--- src/rtl/g16_mul_pipe.sv ---
// Multi-lane pipelined GF(2^4) normal-basis multiplier with MUL / SQ / MAC modes and
// valid/ready streaming. PIPE=2 adds a product register ahead of the output/accumulate stage.
module g16_mul_pipe #(
  parameter int unsigned NLANES = 4,
  parameter int unsigned PIPE   = 2
) (
  input  logic                clk_i,
  input  logic                rst_i,
  input  logic                in_valid_i,
  output logic                in_ready_o,
  input  logic [1:0]          in_mode_i,
  input  logic                in_last_i,
  input  logic [4*NLANES-1:0] in_x_i,
  input  logic [4*NLANES-1:0] in_y_i,
  output logic                out_valid_o,
  input  logic                out_ready_i,
  output logic [4*NLANES-1:0] out_z_o,
  output logic                out_acc_o
);

  localparam int unsigned W = 4 * NLANES;
  localparam logic [1:0] ModeSq  = 2'b01;
  localparam logic [1:0] ModeMac = 2'b10;

  function automatic logic [1:0] g4_mul(input logic [1:0] x, input logic [1:0] y);
    logic e;
    e = (x[1] ^ x[0]) & (y[1] ^ y[0]);
    return {(x[1] & y[1]) ^ e, (x[0] & y[0]) ^ e};
  endfunction

  function automatic logic [1:0] g4_scl_n(input logic [1:0] x);
    return {x[0], x[1] ^ x[0]};
  endfunction

  function automatic logic [3:0] g16_mul(input logic [3:0] x, input logic [3:0] y);
    logic [1:0] e;
    e = g4_scl_n(g4_mul(x[3:2] ^ x[1:0], y[3:2] ^ y[1:0]));
    return {g4_mul(x[3:2], y[3:2]) ^ e, g4_mul(x[1:0], y[1:0]) ^ e};
  endfunction

  logic [W-1:0] prod_in;
  logic         in_mac;

  always_comb begin
    prod_in = '0;
    for (int unsigned i = 0; i < NLANES; i++) begin
      prod_in[4*i +: 4] = g16_mul(in_x_i[4*i +: 4],
                                  (in_mode_i == ModeSq) ? in_x_i[4*i +: 4] : in_y_i[4*i +: 4]);
    end
  end

  assign in_mac = (in_mode_i == ModeMac);

  // Beat presented to the final (output / accumulate) stage.
  logic         f_valid, f_mac, f_last, f_consume, f_ready, f_fire;
  logic [W-1:0] f_prod;

  logic         out_valid_q, out_valid_d;
  logic         out_acc_q, out_acc_d;
  logic [W-1:0] out_z_q, out_z_d;
  logic [W-1:0] acc_q, acc_d;

  // Non-final MAC beats only touch ACC, so they never wait for the output register.
  assign f_consume = f_mac & ~f_last;
  assign f_ready   = f_consume | ~out_valid_q | out_ready_i;
  assign f_fire    = f_valid & f_ready;

  if (PIPE == 2) begin : g_pipe2
    logic         s1_valid_q, s1_mac_q, s1_last_q;
    logic [W-1:0] s1_prod_q;

    always_ff @(posedge clk_i or posedge rst_i) begin
      if (rst_i) begin
        s1_valid_q <= 1'b0;
        s1_mac_q   <= 1'b0;
        s1_last_q  <= 1'b0;
        s1_prod_q  <= '0;
      end else if (in_ready_o) begin
        s1_valid_q <= in_valid_i;
        if (in_valid_i) begin
          s1_mac_q  <= in_mac;
          s1_last_q <= in_last_i;
          s1_prod_q <= prod_in;
        end
      end
    end

    assign f_valid    = s1_valid_q;
    assign f_mac      = s1_mac_q;
    assign f_last     = s1_last_q;
    assign f_prod     = s1_prod_q;
    assign in_ready_o = ~s1_valid_q | f_ready;
  end else begin : g_pipe1
    assign f_valid    = in_valid_i;
    assign f_mac      = in_mac;
    assign f_last     = in_last_i;
    assign f_prod     = prod_in;
    assign in_ready_o = f_ready;
  end

  always_comb begin
    out_valid_d = out_valid_q & ~out_ready_i;
    out_z_d     = out_z_q;
    out_acc_d   = out_acc_q;
    acc_d       = acc_q;
    if (f_fire) begin
      if (f_consume) begin
        acc_d = acc_q ^ f_prod;
      end else begin
        out_valid_d = 1'b1;
        out_z_d     = f_mac ? (acc_q ^ f_prod) : f_prod;
        out_acc_d   = f_mac;
        // The sum is captured in out_z, so the next sequence may start accumulating now.
        if (f_mac) acc_d = '0;
      end
    end
  end

  always_ff @(posedge clk_i or posedge rst_i) begin
    if (rst_i) begin
      out_valid_q <= 1'b0;
      out_z_q     <= '0;
      out_acc_q   <= 1'b0;
      acc_q       <= '0;
    end else begin
      out_valid_q <= out_valid_d;
      out_z_q     <= out_z_d;
      out_acc_q   <= out_acc_d;
      acc_q       <= acc_d;
    end
  end

  assign out_valid_o = out_valid_q;
  assign out_z_o     = out_z_q;
  assign out_acc_o   = out_acc_q;

endmodule
--- config.mk ---
export PLATFORM = sky130hd
export DESIGN_NAME = g16_mul_pipe
export DESIGN_NICKNAME = d
export VERILOG_FILES = /design/src/rtl/g16_mul_pipe.sv
export SDC_FILE = /design/constraint.sdc
export NUM_CORES = 1
export LEC_CHECK = 0
export CAP_MARGIN = 20
export CORE_MARGIN = 4
export CORE_UTILIZATION = 40
export CTS_BUF_LIST = sky130_fd_sc_hd__clkbuf_8 sky130_fd_sc_hd__clkbuf_16
export DETAILED_ROUTE_END_ITERATION = 10
export DONT_BUFFER_PORTS = 1
export HOLD_SLACK_MARGIN = 0.02
export SLEW_MARGIN = 20
export SYNTH_ARGS = -nofsm -noshare
export SYNTH_HDL_FRONTEND = slang
export SYNTH_SLANG_ARGS = --single-unit
--- constraint.sdc ---
create_clock -name clk_i -period 5.38 [get_ports clk_i]
set_input_delay 1.614 -clock clk_i [delete_from_list [all_inputs] [get_ports clk_i]]
set_output_delay 1.614 -clock clk_i [all_outputs]
set_load 0.01 [all_outputs]
==> reports/results.tsv, run 1 <==
metric	value	unit
grt_max_degree	54	
clock_latency	0.30	ns
nNetsFinal	466	
seq_area_frac_synth	36.46	%
grtUsageTotal	14.60	%
ctsResizeCount	0	
synthesis.nets	491	
port_buffers	0	
cts_setup_buffers	0	
instances_no_fill	535	
postSynthAreaPerCell	8.047	µm²
fin_crit_sh	67.95	%
syn_area	0.003637	mm²
n_antenna_cell	0	
cp-end-kind	output pin	
worstMarginPinSlew	0.9459	ns
crit_start	out_ready_i	
required	3.77	ns
netlist_top_cells_area	dfrtp_1 36%, nand2_1 10%, o21ai_0 9.6%	
power_frac_seq	54.7	%
die_x	103.4	µm
worstSetupStartpointType	input pin	
rsz0062_at_grt	false	
cts-root-buf	clkbuf_8	
core	0.008763	mm²
drc	0	
ff2ff_setup_slack	2.71	ns
slew_violations	0	
min_path_type	register to register	
ys_ff_latch	53	
antenna_found_initial	0	
path_class	input pin to output pin	
fill_cells	903	
rr_endpoint	f_last	
viasPerCell	5.174	
start_util	41.50	%
worstSetupEndpoint	in_ready_o	
max_cap_violations	0	
status	finished clean	
switching_share	36.67	%
reg2reg_from	f_mac	
p_comb_share	27.8	%
drt-initial-drc-count	135	
grt_pass1_wl	12720	µm
layout-drive-gt1-share	3.513	%
p_leak	1.521	nW
fin_skew	0.005172	ns
crit_path_max_fanout	5	
place.gp.congestion	0.7271	
internal_power	822.7	µW
power.density	349.8	mW/mm²
dp.cells	528	
crit_arrival	2.04	ns
cts_buffer_depth	2	
die_y	103.4	µm
wl_per_cell	13.40	µm
cts_buffers	5	
yosysTopAreaCellShare	36.46	%
clk_pin_slew	0.09	ns
vdd_ir_drop_max	0.1084	mV
fmax	273.6	MHz
final-setup-viol-count	0	
power.switching	476.4	µW
drt-total-wl	7171	µm
yosysUniqueCellTypes	32	
clkPwrFrac	17.5	%
cts_tree	done	
dp_hpwl	5194	µm
max_slew_margin	36.79	%
cts_sinks	53	
htreeDepth	2	
cts-hold-fix-buffers	0	
ant_nets	0	
r2r.worst_path.cells	5	
ios	58	
syn-instance-count	452	
drtPass1Iterations	4	
grt_overflow	0	
synth_area_leader_cell	dfrtp_1	
period_needed	3.655	ns
grt_pass1_vias	2658	
row_count	34	
yosys_warnings	0	
syn_to_final_growth	2.098	%
die_area	0.01068	mm²
finalHoldViolCount	0	
tns	0	ns
num_vias	2768	
-- registers in the layout, indices dropped and copies added, names as in the netlist --
name,cells
acc_q,16
f_prod,16
out_z_o,16
f_last,1
f_mac,1
f_valid,1
out_acc_o,1
out_valid_o,1
-- final cells by class --
cell class / count / area, µm² / share of cell area, %
Clock buffer: 6 / 82.58 / 2.224
Clock inverter: 1 / 7.507 / 0.2022
Inverter: 10 / 37.54 / 1.011
Multi-Input combinational cell: 356 / 2117 / 57.01
Sequential cell: 53 / 1326 / 35.71
Tap cell: 108 / 135.1 / 3.639
Timing Repair Buffer: 1 / 7.507 / 0.2022
-- cells in the mapped netlist, drive strengths merged --
cell type,number
nand3,5
o31ai,1
nor2b,6
a21oi,22
xnor3,4
and2,3
o221ai,1
o22ai,9
dfrtp,53
buf,16
mux2,1
o211ai,6
xor2,38
nor2,23
nand2,98
clkbuf,17
a22oi,14
o211a,1
a31oi,1
a221oi,1
o21ai,75
mux2i,4
nand3b,3
nand2b,12
inv,10
xnor2,28
-- metrics by stage --
stage / hold slack (ns) / setup WS, ns / instance area [µm²] / power [mW] / util [%]
2_1_floorplan: 0.4565 / 1.777 / 3637 / 1.006 / -
3_3_place_gp: 0.4720 / 1.729 / 3618 / 1.070 / 41.29
3_5_place_dp: 0.4815 / 1.726 / 3618 / 1.088 / 41.29
4_1_cts: 0.4945 / 1.719 / 3709 / 1.321 / 42.32
5_1_grt: 0.5134 / 1.678 / 3714 / 1.419 / 42.38
6_report: 0.4910 / 1.725 / 3714 / 1.299 / 42.38
-- worst min-delay path by stage --
stage                          from        end  slack [ns]  cells past startpoint
after floorplan            acc_q[0]   acc_q[0]        0.46                      1
after global placement     acc_q[3]   acc_q[3]        0.47                      1
after detailed placement  acc_q[14]  acc_q[14]        0.48                      1
after CTS                 acc_q[14]  acc_q[14]        0.49                      1
after global routing      acc_q[14]  acc_q[14]        0.51                      1
final                     acc_q[11]  acc_q[11]        0.49                      1
-- critical path, stage by stage --
cell and delay (ns):
nand2b_1 0.19, nor2_1 0.11, nand2_1 0.13
-- power groups by stage --
stage / combinational (mW) / sequential (mW) / clock, mW
floorplan: 0.328 / 0.678 / 0
global placement: 0.355 / 0.715 / 0
detailed placement: 0.365 / 0.723 / 0
CTS: 0.369 / 0.714 / 0.238
global route: 0.424 / 0.739 / 0.256
finish: 0.362 / 0.710 / 0.227
-- layout by cell type, fill, tap and decap left out --
cell type,n
inv_2,1
clkinvlp_4,1
nand3b_1,3
xor2_1,36
o21ai_0,70
mux2_2,1
dfrtp_1,53
nor2_4,1
nand2b_1,11
o221ai_1,1
a31oi_1,1
nand3_1,5
clkbuf_8,6
nand2_1,98
o211a_1,1
nand2b_2,1
o211ai_1,6
a22oi_1,14
o31ai_1,1
mux2i_1,4
o22ai_1,9
nor2_1,22
xor2_2,2
buf_4,1
a21oi_1,22
o21ai_1,5
a221oi_2,1
xnor2_1,28
inv_1,9
nor2b_1,6
and2_1,3
xnor3_1,4
-- routing by layer --
layer	share of wire, %	GRT usage [%]	wire, µm	up-vias
met5	0	0	0	-
met3	7.8	3.219	556	6
met4	1.4	4.183	97	0
li1	-	-	-	1450
met2	40	20.69	2865	74
met1	51	22.17	3652	1238
-- kinds of logic (layout without fill, tap and decap cells) --
kind of cell	Yosys count	in the layout	synth area share, %
AO/OA/AOI/OAI	131	131	20.33
XOR/XNOR	70	70	18.78
buffers and inverters	43	18	5.539
flip-flops	53	53	36.46
multiplexers	5	5	1.410
AND/OR/NAND/NOR	150	150	17.48
(Power assumes the default switching activity.)
==> inputs of run 2 (changes only) <==
- clock period: 5.38 -> 3.2 ns (I/O delays scaled with it)
==> run 2 against run 1 <==
Net effect: first-iteration DRC count decreased by 1.5%; wire length up 1.8%; count of clock-buffer cells in the layout fell by 1; via count rose by 1.6%; sequential power is 68% higher; clock power increased by 59%; critical path type is now input pin to register; critical endpoint is now f_prod[15]; largest power group unchanged.
==> reports/results.tsv, run 2 (synthesized netlist as in run 1, its figures left out) <==
metric	value	unit
status	finished clean	
p_leak	1.548	nW
drc	0	
die_x	103.4	µm
htreeDepth	2	
fill_cells	902	
antenna_found_initial	0	
p_total	2.173	mW
start_util	41.50	%
met3_usage	3.488	%
rr_endpoint	f_last	
grtUsageTotal	14.38	%
placed_area	0.003656	mm²
fin_skew	0.01240	ns
crit_path_max_fanout	38	
top_usage_layer	met1	
clkPwrFrac	16.6	%
hold_end	acc_q[9]	
worstMarginPinSlew	0.7297	ns
switching_share	37.11	%
place_ws	0.4778	ns
grt_max_degree	39	
cts_buffers	5	
rsz0062_at_grt	false	
min_path_cells	1	
min_path_type	register to register	
holdCritStartpoint	acc_q[9]	
power.density	581.2	mW/mm²
cts_buffer_depth	2	
met1_usage	21.31	%
crit_arrival	2.60	ns
final_cell_mix	98 x nand2_1, 70 x o21ai_0, 53 x dfrtp_1	
nNetsFinal	471	
max_slew_margin	51.35	%
met2_usage	21.18	%
cts-hold-fix-buffers	0	
layout-drive-gt1-share	4.388	%
grt_overflow	0	
setup_slack	0.8239	ns
syn_to_final_growth	2.821	%
ctsResizeCount	0	
p_comb_share	28.7	%
dp.cells	533	
cts_sinks	53	
fmax	420.9	MHz
ant_nets	0	
grt_pass1_wl	12460	µm
ff2ff_setup_slack	1.54	ns
cts_tree	done	
power_frac_seq	54.6	%
power.switching	806.5	µW
finalHoldViolCount	0	
final_util	42.68	%
r2r.worst_path.cells	6	
reg2reg_from	out_valid_o	
layout_commonest_cell	nand2_1	
max_cap_violations	0	
period_needed	2.376	ns
final-setup-viol-count	0	
internal_power	1.367	mW
dp_hpwl	5378	µm
core	0.008763	mm²
clk_pin_slew	0.09	ns
required	3.42	ns
place.gp.congestion	0.7463	
row_count	34	
num_vias	2812	
drt-total-wl	7299	µm
drtPass1Iterations	4	
fin_crit_sh	74.25	%
hold_ws	0.4900	ns
cts-root-buf	clkbuf_8	
instances_no_fill	541	
slew_violations	0	
cts_setup_buffers	0	
vdd_ir_drop_max	0.2571	mV
n_antenna_cell	0	
drt-initial-drc-count	133	
grt_pass1_vias	2600	
multi_input_area	0.002112	mm²
final_area	0.003740	mm²
die_area	0.01068	mm²
port_buffers	0	
wl_per_cell	13.49	µm
ios	58	
regArea	0.001326	mm²
worstSetupStartpointType	input pin	
tns	0	ns
viasPerCell	5.198	
cp-end-kind	register	
path_class	input pin to register	
clock_latency	0.31	ns
die_y	103.4	µm
==> run 2: power by group through the flow <==
stage	clock network, mW	registers (mW)	logic, mW
CTS	0.378	1.19	0.632
global route	0.402	1.24	0.727
finish	0.362	1.19	0.624
floorplan	0	1.14	0.552
detailed placement	0	1.21	0.628
global placement	0	1.20	0.608
==> run 2: metal layers <==
metal,vias up,routed length (µm)
li1,1465,-
met1,1268,3779
met2,74,2957
met3,5,490
met4,0,71
met5,-,0
==> run 2: area by class of cell <==
| cell class | instances | area share [%] |
|---|---|---|
| multi-input cells | 356 | 56.47 |
| inverters | 10 | 1.004 |
| repair buffers | 6 | 1.204 |
| clock buffers | 5 | 1.840 |
| well taps | 108 | 3.613 |
| flip-flops and latches | 53 | 35.46 |
| clock inverters | 3 | 0.4015 |
==> run 2: critical path, cell delays in order <==
cell and delay (ns):
nand2b_2 0.57, mux2i_1 0.29, xnor2_1 0.13, and2_1 0.19, xnor3_1 0.31, o21ai_0 0.14
==> run 2: how the worst max path moves through the flow <==
stage            endpoint  depth (start not counted)    startpoint  slack, ns
3_5_place_dp   f_prod[15]                          6  in_mode_i[1]       0.48
4_1_cts        f_prod[15]                          6  in_mode_i[1]       0.81
5_1_grt        f_prod[15]                          6  in_mode_i[1]       0.67
2_1_floorplan  in_ready_o                          3   out_ready_i       0.91
3_3_place_gp   f_prod[15]                          6  in_mode_i[1]       0.54
6_report       f_prod[15]                          6  in_mode_i[1]       0.82
